`src/rtl/instruction_fetch_unit.sv`:
```
// ---------------------------------------------------------------------------
// instruction_fetch_unit
//
// Multi-cycle MIPS fetch stage. It requests one instruction word from
// instruction memory with a req/ack handshake. It holds that word stable while
// the datapath executes it. When the datapath reports completion, it picks the
// next PC from the decoder's branch/jump outcome.
//
// Optional feature macro: IFU_TIMEOUT_EN
//   defined   : a fetch watchdog counts FETCH cycles without an ack. After
//               MAX_WAIT such cycles the unit parks in ERROR and raises a
//               sticky fetchError. Only reset clears it.
//   undefined : FETCH waits indefinitely and fetchError is tied low.
//
// Parameters
//   ADDR_WIDTH  byte-address width of the PC (must be at least 29 so the
//               jump target's upper PC bits exist)
//   RESET_PC    first fetch address after reset, word aligned
//   MAX_WAIT    watchdog limit in FETCH cycles (must be at least 1)
//
// Ports
//   clk               in   rising-edge clock
//   rstN              in   asynchronous assert, active-low reset
//   imemReq           out  fetch request, held until imemAck
//   imemAddr          out  fetch byte address (the current PC)
//   imemAck           in   memory accepts request; imemData valid this cycle
//   imemData          in   instruction word
//   instrValid        out  instrOut/opcode/funct are valid and held
//   instrOut          out  current instruction register
//   instructionOpcode out  instrOut[31:26]
//   instructionFunct  out  instrOut[5:0]
//   pcOut             out  address of the current instruction
//   pcPlus4           out  pcOut + 4 (wraps)
//   instrDone         in   datapath finished the current instruction
//   controlBranch     in   decoder: branch (beq)
//   controlJump       in   decoder: jump
//   aluZero           in   ALU zero flag, sampled with instrDone
//   fetchError        out  sticky watchdog error
//
// Downstream logic must gate the decoder outputs with instrValid. The reset
// value of instrOut is 0, which decodes as an R-type instruction.
// ---------------------------------------------------------------------------
module instruction_fetch_unit #(
  parameter int unsigned           ADDR_WIDTH = 32,
  parameter logic [ADDR_WIDTH-1:0] RESET_PC   = 32'h00000000,
  parameter int unsigned           MAX_WAIT   = 16
) (
  input  logic                  clk,
  input  logic                  rstN,
  output logic                  imemReq,
  output logic [ADDR_WIDTH-1:0] imemAddr,
  input  logic                  imemAck,
  input  logic [31:0]           imemData,
  output logic                  instrValid,
  output logic [31:0]           instrOut,
  output logic [5:0]            instructionOpcode,
  output logic [5:0]            instructionFunct,
  output logic [ADDR_WIDTH-1:0] pcOut,
  output logic [ADDR_WIDTH-1:0] pcPlus4,
  input  logic                  instrDone,
  input  logic                  controlBranch,
  input  logic                  controlJump,
  input  logic                  aluZero,
  output logic                  fetchError
);

  // Reject parameter sets the address arithmetic below cannot represent.
  if (ADDR_WIDTH < 29) begin : gBadAddrWidth
    $error("instruction_fetch_unit: ADDR_WIDTH must be at least 29");
  end
  if (MAX_WAIT < 1) begin : gBadMaxWait
    $error("instruction_fetch_unit: MAX_WAIT must be at least 1");
  end

  typedef enum logic [1:0] {
    RST   = 2'd0,
    FETCH = 2'd1,
    HOLD  = 2'd2,
    ERROR = 2'd3
  } fetchState_t;

  localparam logic [ADDR_WIDTH-1:0] PC_STEP = ADDR_WIDTH'(4);

  fetchState_t           stateReg, stateNext;
  logic [ADDR_WIDTH-1:0] pcReg, pcNext;
  logic [31:0]           instrReg, instrNext;

  logic [ADDR_WIDTH-1:0] jumpTarget;
  logic [ADDR_WIDTH-1:0] branchOffset;
  logic [ADDR_WIDTH-1:0] branchTarget;
  logic [ADDR_WIDTH-1:0] redirectPc;

`ifdef IFU_TIMEOUT_EN
  localparam int unsigned         WAIT_W    = $clog2(MAX_WAIT + 1);
  localparam logic [WAIT_W-1:0]   WAIT_LAST = WAIT_W'(MAX_WAIT - 1);
  logic [WAIT_W-1:0]              waitCntReg;
`endif

  // -------------------------------------------------------------------------
  // Next-PC selection. Only the instrDone cycle uses it, so the controls
  // are effectively sampled there. A jump overrides a branch.
  // -------------------------------------------------------------------------
  assign pcPlus4      = pcReg + PC_STEP;
  assign jumpTarget   = {pcPlus4[ADDR_WIDTH-1:28], instrReg[25:0], 2'b00};
  assign branchOffset = {{(ADDR_WIDTH-18){instrReg[15]}}, instrReg[15:0], 2'b00};
  assign branchTarget = pcPlus4 + branchOffset;

  always_comb begin
    redirectPc = pcPlus4;
    if (controlJump) begin
      redirectPc = jumpTarget;
    end else if (controlBranch && aluZero) begin
      redirectPc = branchTarget;
    end
  end

  // -------------------------------------------------------------------------
  // FSM: next state and outputs
  // -------------------------------------------------------------------------
  always_comb begin
    stateNext  = stateReg;
    pcNext     = pcReg;
    instrNext  = instrReg;
    imemReq    = 1'b0;
    instrValid = 1'b0;
    case (stateReg)
      RST: begin
        stateNext = FETCH;
      end
      FETCH: begin
        imemReq = 1'b1;
        // An ack on the watchdog's last cycle still completes the fetch.
        if (imemAck) begin
          instrNext = imemData;
          stateNext = HOLD;
        end
`ifdef IFU_TIMEOUT_EN
        else if (waitCntReg == WAIT_LAST) begin
          stateNext = ERROR;
        end
`endif
      end
      HOLD: begin
        instrValid = 1'b1;
        if (instrDone) begin
          pcNext    = redirectPc;
          stateNext = FETCH;
        end
      end
      default: begin
        // ERROR: parked until reset with request and valid low.
        stateNext = stateReg;
      end
    endcase
  end

  always_ff @(posedge clk or negedge rstN) begin
    if (!rstN) begin
      stateReg <= RST;
      pcReg    <= RESET_PC;
      instrReg <= 32'h0;
    end else begin
      stateReg <= stateNext;
      pcReg    <= pcNext;
      instrReg <= instrNext;
    end
  end

`ifdef IFU_TIMEOUT_EN
  // Counts FETCH cycles without an ack. It restarts whenever FETCH is
  // entered, so every fetch gets its own MAX_WAIT budget.
  always_ff @(posedge clk or negedge rstN) begin
    if (!rstN) begin
      waitCntReg <= '0;
    end else if (stateReg != FETCH) begin
      waitCntReg <= '0;
    end else if (!imemAck) begin
      waitCntReg <= waitCntReg + WAIT_W'(1);
    end
  end

  // ERROR is only left through reset, so the state alone keeps the error sticky.
  assign fetchError = (stateReg == ERROR);
`else
  assign fetchError = 1'b0;
`endif

  assign imemAddr          = pcReg;
  assign pcOut             = pcReg;
  assign instrOut          = instrReg;
  assign instructionOpcode = instrReg[31:26];
  assign instructionFunct  = instrReg[5:0];

endmodule
```
`config.mk`:
```
export PLATFORM = sky130hd
export DESIGN_NAME = instruction_fetch_unit
export DESIGN_NICKNAME = d
export VERILOG_FILES = /design/src/rtl/instruction_fetch_unit.sv
export SDC_FILE = /design/constraint.sdc
export NUM_CORES = 1
export LEC_CHECK = 0
export CAP_MARGIN = 20
export CORE_MARGIN = 3
export CORE_UTILIZATION = 40
export DETAILED_ROUTE_END_ITERATION = 8
export MAX_ROUTING_LAYER = met4
export PLACE_DENSITY = 0.77
export SYNTH_ARGS = -nofsm -noshare
export SYNTH_HDL_FRONTEND = slang
export SYNTH_SLANG_ARGS = --single-unit
```
`constraint.sdc`:
```
create_clock -name clk -period 7.6 [get_ports clk]
set_input_delay 1.52 -clock clk [delete_from_list [all_inputs] [get_ports clk]]
set_output_delay 1.52 -clock clk [all_outputs]
set_load 0.005 [all_outputs]
```
==> results of run 1 <==
==> per-stage QoR <==
| stage | total power [mW] | cells | utilization [%] | hold slack [ns] | worst slack, ns |
|---|---|---|---|---|---|
| after CTS | 0.854 | 937 | 56.7 | 0.533 | 2.93 |
| final | 0.846 | 937 | 56.7 | 0.526 | 2.92 |
| after global placement | 0.390 | 921 | 54.2 | 0.473 | 3.38 |
| after global routing | 0.874 | 937 | 56.7 | 0.567 | 2.73 |
| after detailed placement | 0.391 | 921 | 54.2 | 0.515 | 3.30 |
| after floorplan | 0.363 | 640 | - | 0.460 | 4.05 |
==> worst min-delay path by stage <==
stage	from	endpoint	cells after the start
after floorplan	stateReg[0]	stateReg[1]	2
after global placement	stateReg[0]	stateReg[1]	2
after detailed placement	stateReg[1]	stateReg[1]	2
after CTS	stateReg[1]	stateReg[1]	2
after global routing	instrOut[30]	instrOut[30]	1
final	stateReg[0]	stateReg[1]	2
==> worst max-delay path: cells and delay by family (launching register included) <==
family / cells / cell delay (ns)
buf+inv: 1 / 0.61
xor+xnor: 1 / 0.50
simple gates: 5 / 1.22
flops: 1 / 0.49
==> placed cells by master (no fill, tap or decap), types with 3 or more instances in the layout <==
cell type and n:
o21bai_1 7, a221oi_1 3, a31oi_1 9, nor3_1 5, nand2_1 67, a21oi_1 39
nor2_1 48, and2_1 5, nor2b_1 4, buf_4 5, a211oi_1 11, mux2_2 32
and3_1 15, nand4_1 7, conb_1 7, o22ai_1 5, dfrtp_1 64, nand3b_1 3
clkbuf_16 9, a221o_1 4, xnor2_1 30, a22oi_1 3, nand3_1 20, clkdlybuf4s50_1 173
a21o_1 16, o21ai_1 3, or3_1 6, a211o_1 3, o21ai_0 36, ha_1 36
o211ai_1 11, inv_1 14, xor2_1 19, o31ai_1 3
==> cell families (layout without fill, tap and decap cells) <==
kind of cell               after synthesis  after routing  synth area share (%)
DFF                                     64             64                  29.5
other                                    1              7                0.0690
and+or+nand+nor                        192            192                  16.6
AOI/OAI and AO/OA                      173            173                  21.2
adders and majority gates               37             37                  8.65
xor gates and xnor gates                49             49                  7.89
buffers and inverters                   84            209                  9.18
muxes                                   34             34                  7.00
==> synthesized netlist by cell type (all sizes together) (4+ instances only) <==
cell / count
a21o: 16
buf: 53
nand4: 7
a211o: 4
nor2: 49
nand2: 68
and3: 15
ha: 36
inv: 14
a31oi: 9
nor2b: 4
a221o: 4
o21ai: 40
o22ai: 5
and2: 5
clkbuf: 17
nor3: 5
a211oi: 12
dfrtp: 64
a21oi: 40
o211ai: 11
or3: 6
o21bai: 7
xnor2: 30
mux2: 32
xor2: 19
nand3: 20
==> sequential cells by signal, indices dropped and copies added, names as in the netlist <==
name / flops
instrOut: 32
stateReg: 2
imemAddr: 30
==> routing by layer <==
metal	part of all wire, %	global-route usage (%)	up-vias
met4	1.2	4.69	0
met5	0	-	-
met1	44	33.5	2520
li1	-	-	2488
met2	46	35.3	222
met3	8.1	5.53	14
==> report_power, final <==
group	switching, mW	leakage (nW)	internal, mW	total (mW)
registers	0	0.874	0.341	0.341
clock network	0.156	0.159	0.306	0.461
logic	0.0229	2.20	0.0210	0.0439
==> layout make-up <==
| cell class | instances | area [µm²] | area share (%) |
|---|---|---|---|
| flip-flops and latches | 64 | 1600 | 21.8 |
| inverters | 14 | 52.6 | 0.716 |
| multi-input cells | 492 | 3360 | 45.8 |
| clock buffers | 12 | 256 | 3.50 |
| repair buffers | 179 | 1770 | 24.2 |
| clock inverters | 4 | 76.3 | 1.04 |
| well taps | 172 | 215 | 2.93 |
==> parameters.txt, run 1 <==
Parameter                              Value

Route
  Pre-antenna DRT Iters    7
  Vias    5244
  Count of nets left with antenna violations after detail routing    0
  Via density    between 5 and 6
  Iter 0 DRT Violations    429
  Post-route DRC    0
  Routed length per placed instance    18.5 µm
  Routed wire length    roughly 17000 µm

Setup path
  Worst setup SP type    flip-flop
  Crit-path max FO    8
  Data required time of the critical path    approximately 6 ns
  Cell chain of the critical path    nand4_1 > nor2_1 > nand3_1 > nor2_2 > nand3_1 > xnor2_1 > clkdlybuf4s50_1
  Critical path class    flip-flop to primary output
  Critical Path Most Common Cell    nand3_1
  Capture instance of the worst register-to-register path    imemAddr[27]
  Worst Setup EP    pcPlus4[25]
  CP max stage delay    between 0.6 and 0.7 ns
  Critical path capture point type    primary output
  Setup slack of the worst register-to-register path    about 3.3 ns
  Logic depth of the worst register-to-register path    15
  Startpoint of the most critical setup path    imemAddr[5]
  Worst flop-to-flop path startpoint    imemAddr[2]
  Critical path data arrival time    about 3.2 ns
  Critical path's slowest cell    clkdlybuf4s50_1

Timing
  Unrepaired setup endpoints after global routing    false
  Final number of hold-violating endpoints    0
  Setup TNS    0 ns
  Final period util    around 62%
  Min cycle time layout    ~4.7 ns
  Worst setup skew after layout    between 0.007 and 0.008 ns
  Max Transition Viols Final    0
  Achievable Freq    around 210 MHz
  Endpoints failing setup    0
  Pin slew with the least headroom to its limit    between 0.9 and 1 ns
  Worst max-slew margin expressed relative to the limit    between 30% and 40%

GRT
  Maximum number of pins on one net before global-route repair    65
  Via count of the first global-routing pass    between 5k and 6k
  Global-route wire length before repair    27300 µm
  Number of antenna violations at the first check in global routing    0
  Global routing usage summed across all routing layers    23.8%
  Gr ovfl total    0

Power
  Power density relative to cell area    ~120 mW/mm²
  Highest ir drop seen on vdd    roughly 0.11 mV
  Leakage power total    approximately 3.2 nW

Worst hold path
  Hold WC Path Type    flip-flop to flip-flop

Clock tree
  Worst skew pair latency    ~0.34 ns
  Clock tree root buffer cell    clkbuf_16
  Post-CTS Setup Inserts    0
  CTS H-tree lvls    3
  CTS clk-pin slew, worst paths    0.05 ns
  Clock buffers created by TritonCTS    9
  CTS Buffer Depth    2
  Num Clock Sinks    64
  # hold bufs at CTS    0
  Post-CTS sizing    0
  CTS tree    built

Finish
  Area Overhead vs Synth    34.9%
  Filler Cell Count    between 1k and 1.5k
  Number of antenna diodes    0
  Fraction of final layout cells sized beyond drive strength 1    under 10%
  Post-route design area    between 0.007 and 0.008 mm²
  Post-layout net count    836

Logic synthesis
  Proportion of netlist area held by the largest area contributor    just under 30%
  Cell area after synthesis    between 0.005 and 0.006 mm²
  Biggest area contributors in the synthesized netlist    dfrtp_1 29%, ha_1 8.3%, buf_4 6.8%
  Post-Synthesis Mean Instance Area    8.58 µm²
  Synthesized instance count    roughly 630
  Sequential fraction of the synthesis area    between 20% and 30%
  Number of enable-type register cells in the synthesized netlist    0
  Total of warnings raised by yosys    0
  Number of library cell types mapped by synthesis    between 60 and 70
  Dominant cell type by area after synthesis    dfrtp_1
  Flip-flop and latch count after synthesis    between 60 and 70
  Share of flip-flops with an asynchronous set or reset after synthesis    100%
  Top flip-flop cell by instance count after synthesis    dfrtp_1

Floorplanning
  Count of standard-cell rows    41
  X dimension of the die    about 120 µm
  Die H    about 120 µm
  Number of top-level pins    about 180
  Initial Util    between 40% and 50%
  Placeable Area    roughly 0.013 mm²
  Area enclosed by the die boundary    around 0.015 mm²

Place
  Placer congestion estimate    around 0.98
  Post-Place Cell Area    0.00700 mm²
  Number of port buffers    around 170
  HPWL after detailed placement    around 13000 µm

Outcome
  Outcome    completed

Run
  Maximum capacitance violations    0
Power figures use the tool's default switching activity.
==> inputs of run 2 (changes only) <==
- PLACE_DENSITY: 0.77 -> 0.8
- clock period: 7.6 -> 4.2 ns (I/O delays scaled with it)
==> run 2 against run 1 <==
  * Sequential cell count did not move
  * Critical path depth rose by 8
  * Combinational power is 91% higher
  * Register-to-register slack worse by 3.0 ns
  * Setup slack got worse by 2.6 ns
  * Via count up 0.93%
  * Critical path type is now flip-flop to flip-flop
==> parameters.txt, run 2 (synthesized netlist as in run 1, its figures left out) <==
Parameter                              Value

Outcome
  Outcome    completed

Route
  Routed length per placed instance    roughly 18 µm
  Pre-antenna DRT Iters    5
  Vias    roughly 5.3k
  Count of nets left with antenna violations after detail routing    0
  Routed wire length    17200 µm
  Via density    about 5.6
  Iter 0 DRT Violations    between 300 and 400
  Post-route DRC    0

Finish
  Area Overhead vs Synth    35.8%
  Number of antenna diodes    0
  Fraction of final layout cells sized beyond drive strength 1    10.2%
  Most frequent cells in the layout    173 x clkdlybuf4s50_1, 67 x nand2_1, 64 x dfrtp_1, 48 x nor2_1, 39 x a21oi_1
  Largest register FFs    32
  Post-layout net count    between 800 and 900
  Util after Layout    57.1%
  Most common cell after layout, fill and taps aside    clkdlybuf4s50_1
  Filler Cell Count    roughly 1.2k

Setup path
  Count of buffering cells on the critical path with inverters included    1
  Cell chain of the critical path    ha_1 > nand2_1 > nor2_1 > buf_4 > nand3_1 > xnor2_1 > ha_1 > a21oi_1 > o21ai_0 > a211oi_1 > o21ai_2 > a311o_1 > xnor2_1 > o21ai_1 > a221o_1
  CP max stage delay    about 0.45 ns
  Critical path's slowest cell    dfrtp_1
  Delay-heaviest family, CP    compound AO/OA/AOI/OAI gates
  Crit-path max FO    7
  Data required time of the critical path    4.42 ns
  Critical path data arrival time    slightly above 4 ns
  Critical path class    flip-flop to flip-flop
  Critical path capture point type    flip-flop
  Worst setup SP type    flip-flop

Power
  Power density relative to cell area    between 150 and 200 mW/mm²
  Combinational Power Share    ~5.8%
  Sequential share of power    a little over two fifths
  Part of the total power dissipated in the clock network    between 50% and 60%
  Proportion of total power due to net switching    between 20% and 30%
  Leakage power total    approximately 3.3 nW
  Highest ir drop seen on vdd    0.194 mV
  Net Sw Power    0.327 mW
  Final total power    1.44 mW
  Internal Dissipation    1.11 mW

GRT
  Global-route wire length before repair    between 20000 and 30000 µm
  Via count of the first global-routing pass    between 5k and 6k
  Maximum number of pins on one net before global-route repair    37
  Global routing usage summed across all routing layers    about a quarter
  Number of antenna violations at the first check in global routing    0
  Gr ovfl total    0

Floorplanning
  Die H    123 µm
  Placeable Area    0.0129 mm²
  Number of top-level pins    roughly 180
  X dimension of the die    123 µm
  Area enclosed by the die boundary    0.0150 mm²
  Count of standard-cell rows    ~40
  Initial Util    42.1%

Timing
  Final period util    around 93%
  Unrepaired setup endpoints after global routing    false
  Min cycle time layout    between 3 and 4 ns
  Pin slew with the least headroom to its limit    between 0.9 and 1 ns
  Final number of hold-violating endpoints    0
  Max Transition Viols Final    0
  Endpoints failing setup    0
  Worst setup skew after layout    about 0.0067 ns
  Setup TNS    0 ns
  Achievable Freq    around 260 MHz
  Worst max-slew margin expressed relative to the limit    roughly 37%

Clock tree
  CTS clk-pin slew, worst paths    approximately 0.05 ns
  Worst skew pair latency    between 0.3 and 0.4 ns
  CTS Buffer Depth    2
  Clock buffers created by TritonCTS    9
  # hold bufs at CTS    0
  Clock tree root buffer cell    clkbuf_16
  Num Clock Sinks    64
  CTS H-tree lvls    3
  CTS tree    built

Run
  Maximum capacitance violations    0

Place
  HPWL after detailed placement    13400 µm
  Number of port buffers    roughly 170
  Placer congestion estimate    0.954

Worst hold path
  Hold WC Path Type    input port to asynchronous set/reset pin
-- run 2: power groups by stage --
stage	Combinational, mW	Sequential, mW	Clock (mW)
final	0.0838	0.617	0.736
after global routing	0.0932	0.617	0.774
after CTS	0.0847	0.617	0.749
after detailed placement	0.0840	0.628	0
after global placement	0.0833	0.628	0
after floorplan	0.0284	0.628	0
-- run 2: path summary, 6_finish.rpt --
kind | start | to | slack (ns) | depth (start not counted)
worst max-delay path | imemAddr[2] | imemAddr[27] | 0.29 | 15
worst min-delay path | rstN | imemAddr[8] | 0.42 | 1
worst max register to register | imemAddr[2] | imemAddr[27] | 0.29 | 15
worst min register to register | stateReg[1] | stateReg[1] | 0.50 | 2
max in group asynchronous | rstN | instrOut[25] | 3.05 | 2
min in group clk | stateReg[1] | stateReg[1] | 0.50 | 2
-- run 2: stage by stage --
stage / worst slack, ns / hold WS [ns] / std cells / area, µm²
floorplan: 0.652 / 0.460 / 640 / 5460
global placement: 0.394 / 0.477 / 932 / 7090
detailed placement: 0.305 / 0.487 / 932 / 7090
CTS: 0.283 / 0.430 / 947 / 7370
global route: 0.0209 / 0.453 / 947 / 7390
finish: 0.291 / 0.424 / 947 / 7390
-- run 2: metal layers --
layer | part of all wire, % | vias up | track usage [%] | wire length [µm]
met5 | 0 | - | - | 0
met4 | 1.3 | 0 | 5.88 | 216
met3 | 6.6 | 13 | 4.10 | 1130
met2 | 47 | 208 | 36.8 | 8110
met1 | 45 | 2557 | 33.1 | 7750
li1 | - | 2515 | - | -
-- run 2: layout make-up --
class | instances | area [µm²] | area share, %
multi-input combinational | 492 | 3370 | 45.7
timing repair buffer | 190 | 1860 | 25.1
sequential | 64 | 1600 | 21.7
clock buffer | 9 | 225 | 3.05
tap | 172 | 215 | 2.91
clock inverter | 6 | 61.3 | 0.830
inverter | 14 | 52.6 | 0.711
-- run 2: repair_timing --
action | 4_1_cts | 5_1_grt
buffers inserted | 0 | 0
endpoints found under the setup margin | 0 | 2
gates resized for setup | 0 | 2
endpoints found under the hold margin | 0 | 0
==> inputs of run 3 (changes only) <==
- PLACE_DENSITY: 0.8 -> 0.77
- clock period: 4.2 -> 4.1 ns (I/O delays scaled with it)
==> run 3 against run 2 <==
  * Register-to-register slack got worse by 0.03 ns
  * Routed wire length rose by 5.3%
  * First-iteration DRC count up 8.9%
  * Sequential cell count unchanged
  * Sequential share of layout area down 0.31 points
  * Total power increased by 2.3%
  * Global-route usage is 1.0 points higher
  * Non-clock buffer count up 11
  * Setup slack got worse by 0.034 ns
==> parameters.txt, run 3 (synthesized netlist as in run 1, its figures left out) <==
Parameter                              Value

Outcome
  Outcome    completed

Setup path
  Logic depth of the worst register-to-register path    13
  Data required time of the critical path    between 4 and 5 ns
  Worst flop-to-flop path startpoint    imemAddr[8]
  CP max stage delay    about 0.51 ns
  Cell chain of the critical path    nand4_1 > nor2_1 > buf_4 > nand2_1 > xnor2_1 > ha_1 > a21o_1 > a211oi_1 > o211ai_1 > a21bo_2 > a31o_2 > a221oi_1 > a21oi_1
  Setup slack of the worst register-to-register path    roughly 0.26 ns
  Crit path depth    13
  Critical path's slowest cell    a221oi_1
  Worst setup SP type    flip-flop
  Critical path capture point type    flip-flop
  Critical path data arrival time    4.05 ns
  Capture instance of the worst register-to-register path    imemAddr[24]
  Count of buffering cells on the critical path with inverters included    1
  Crit-path max FO    5
  Worst Setup EP    imemAddr[24]
  Delay-heaviest family, CP    compound AO/OA/AOI/OAI gates
  Critical path class    flip-flop to flip-flop
  Startpoint of the most critical setup path    imemAddr[8]

Floorplanning
  Number of top-level pins    approximately 180
  Count of standard-cell rows    41
  Area enclosed by the die boundary    approximately 0.015 mm²
  Initial Util    between 40% and 50%
  X dimension of the die    around 120 µm
  Die H    between 100 and 150 µm
  Placeable Area    between 0.01 and 0.015 mm²

GRT
  Gr ovfl total    0
  Maximum number of pins on one net before global-route repair    45
  Number of antenna violations at the first check in global routing    0
  Global-route wire length before repair    between 20000 and 30000 µm
  Global routing usage summed across all routing layers    25.0%
  Via count of the first global-routing pass    ~5.3k

Place
  Number of port buffers    about 170
  HPWL after detailed placement    approximately 14000 µm
  Placer congestion estimate    0.952

Run
  Maximum capacitance violations    0

Timing
  Worst setup skew after layout    ~0.0092 ns
  Endpoints failing setup    0
  Min cycle time layout    ~3.8 ns
  Max Transition Viols Final    0
  Final number of hold-violating endpoints    0
  Achievable Freq    260 MHz
  Unrepaired setup endpoints after global routing    false
  Pin slew with the least headroom to its limit    about 0.84 ns
  Setup TNS    0 ns
  Worst max-slew margin expressed relative to the limit    44.2%
  Final period util    a little over nine tenths

Clock tree
  Clock tree root buffer cell    clkbuf_16
  Clock buffers created by TritonCTS    9
  CTS tree    built
  CTS Buffer Depth    2
  Num Clock Sinks    64
  # hold bufs at CTS    0
  CTS H-tree lvls    3
  CTS clk-pin slew, worst paths    approximately 0.060 ns
  Worst skew pair latency    0.35 ns

Route
  Via density    5.67
  Routed length per placed instance    18.9 µm
  Post-route DRC    0
  Count of nets left with antenna violations after detail routing    0
  Routed wire length    approximately 18000 µm
  Pre-antenna DRT Iters    6
  Vias    ~5.4k
  Iter 0 DRT Violations    about 420

Finish
  Register cell area after layout    approximately 0.0016 mm²
  Filler Cell Count    around 1.2k
  Area Overhead vs Synth    37.9%
  Largest register FFs    32
  Most common cell after layout, fill and taps aside    clkdlybuf4s50_1
  Multi-input gate area in the final layout    0.00340 mm²
  Number of antenna diodes    0
  Post-layout net count    between 800 and 900
  Fraction of final layout cells sized beyond drive strength 1    between 10% and 20%
  Most frequent cells in the layout    173 x clkdlybuf4s50_1, 67 x nand2_1, 63 x dfrtp_1, 47 x nor2_1, 39 x a21oi_1

Worst hold path
  Hold WC Path Type    input port to asynchronous set/reset pin

Power
  Power density relative to cell area    around 200 mW/mm²
  Leakage power total    between 3 and 4 nW
  Highest ir drop seen on vdd    roughly 0.19 mV
  Final total power    roughly 1.5 mW
## run 3: cell types whose count changed in the layout (fill, tap and decap cells not counted)
cell       change
dfrtp_1        -1
xnor2_2        +2
xnor2_1        -2
inv_6          +2
nor2_4         +1
bufinv_16      -1
clkinv_2       -2
clkbuf_8       +2
nor2_1         -1
dfrtp_2        +1
buf_4         +11
## run 3: worst min path at each step
stage                        endpoint  slack, ns   startpoint
after floorplan           stateReg[1]       0.46  stateReg[0]
after global placement    stateReg[1]       0.47  stateReg[0]
after detailed placement  stateReg[1]       0.48  stateReg[1]
after CTS                 imemAddr[6]       0.43         rstN
after global routing      instrOut[5]       0.45         rstN
final                     instrOut[5]       0.42         rstN
## run 3: layout make-up
cell class | instances | share of cell area (%)
Clock inverter | 5 | 0.517
Sequential cell | 64 | 21.4
Timing Repair Buffer | 201 | 25.9
Inverter | 14 | 0.701
Clock buffer | 11 | 3.37
Multi-Input combinational cell | 492 | 45.3
Tap cell | 172 | 2.87
## run 3: where the power goes
group,internal (mW),leakage (nW),total (mW),switching [mW]
Combinational,0.0405,2.34,0.0861,0.0456
Sequential,0.632,0.872,0.632,0
Clock,0.446,0.143,0.752,0.306
Total,1.12,3.36,1.47,0.352
## run 3: what timing repair did
item	CTS	global route
resized for setup	0	7
buffers inserted	0	3
setup endpoints to repair	0	12
## run 3: through the flow
stage | util [%] | setup WS (ns) | std cells | hold slack, ns | cell area, µm²
6_report | 58.0 | 0.257 | 959 | 0.424 | 7500
5_1_grt | 58.0 | 0.0186 | 959 | 0.454 | 7500
4_1_cts | 57.5 | 0.0434 | 956 | 0.434 | 7440
3_5_place_dp | 55.3 | 0.0668 | 940 | 0.481 | 7150
3_3_place_gp | 55.3 | 0.246 | 940 | 0.473 | 7150
2_1_floorplan | - | 0.552 | 640 | 0.460 | 5460
## run 3: metal layers
layer  global-route usage (%)  vias to the layer above  part of all wire, %
met5                        -                        -                    0
met4                     4.62                        0                 0.61
met3                     5.07                        9                  7.2
met2                     38.2                      229                   47
met1                     34.7                     2670                   45
li1                         -                     2529                    -
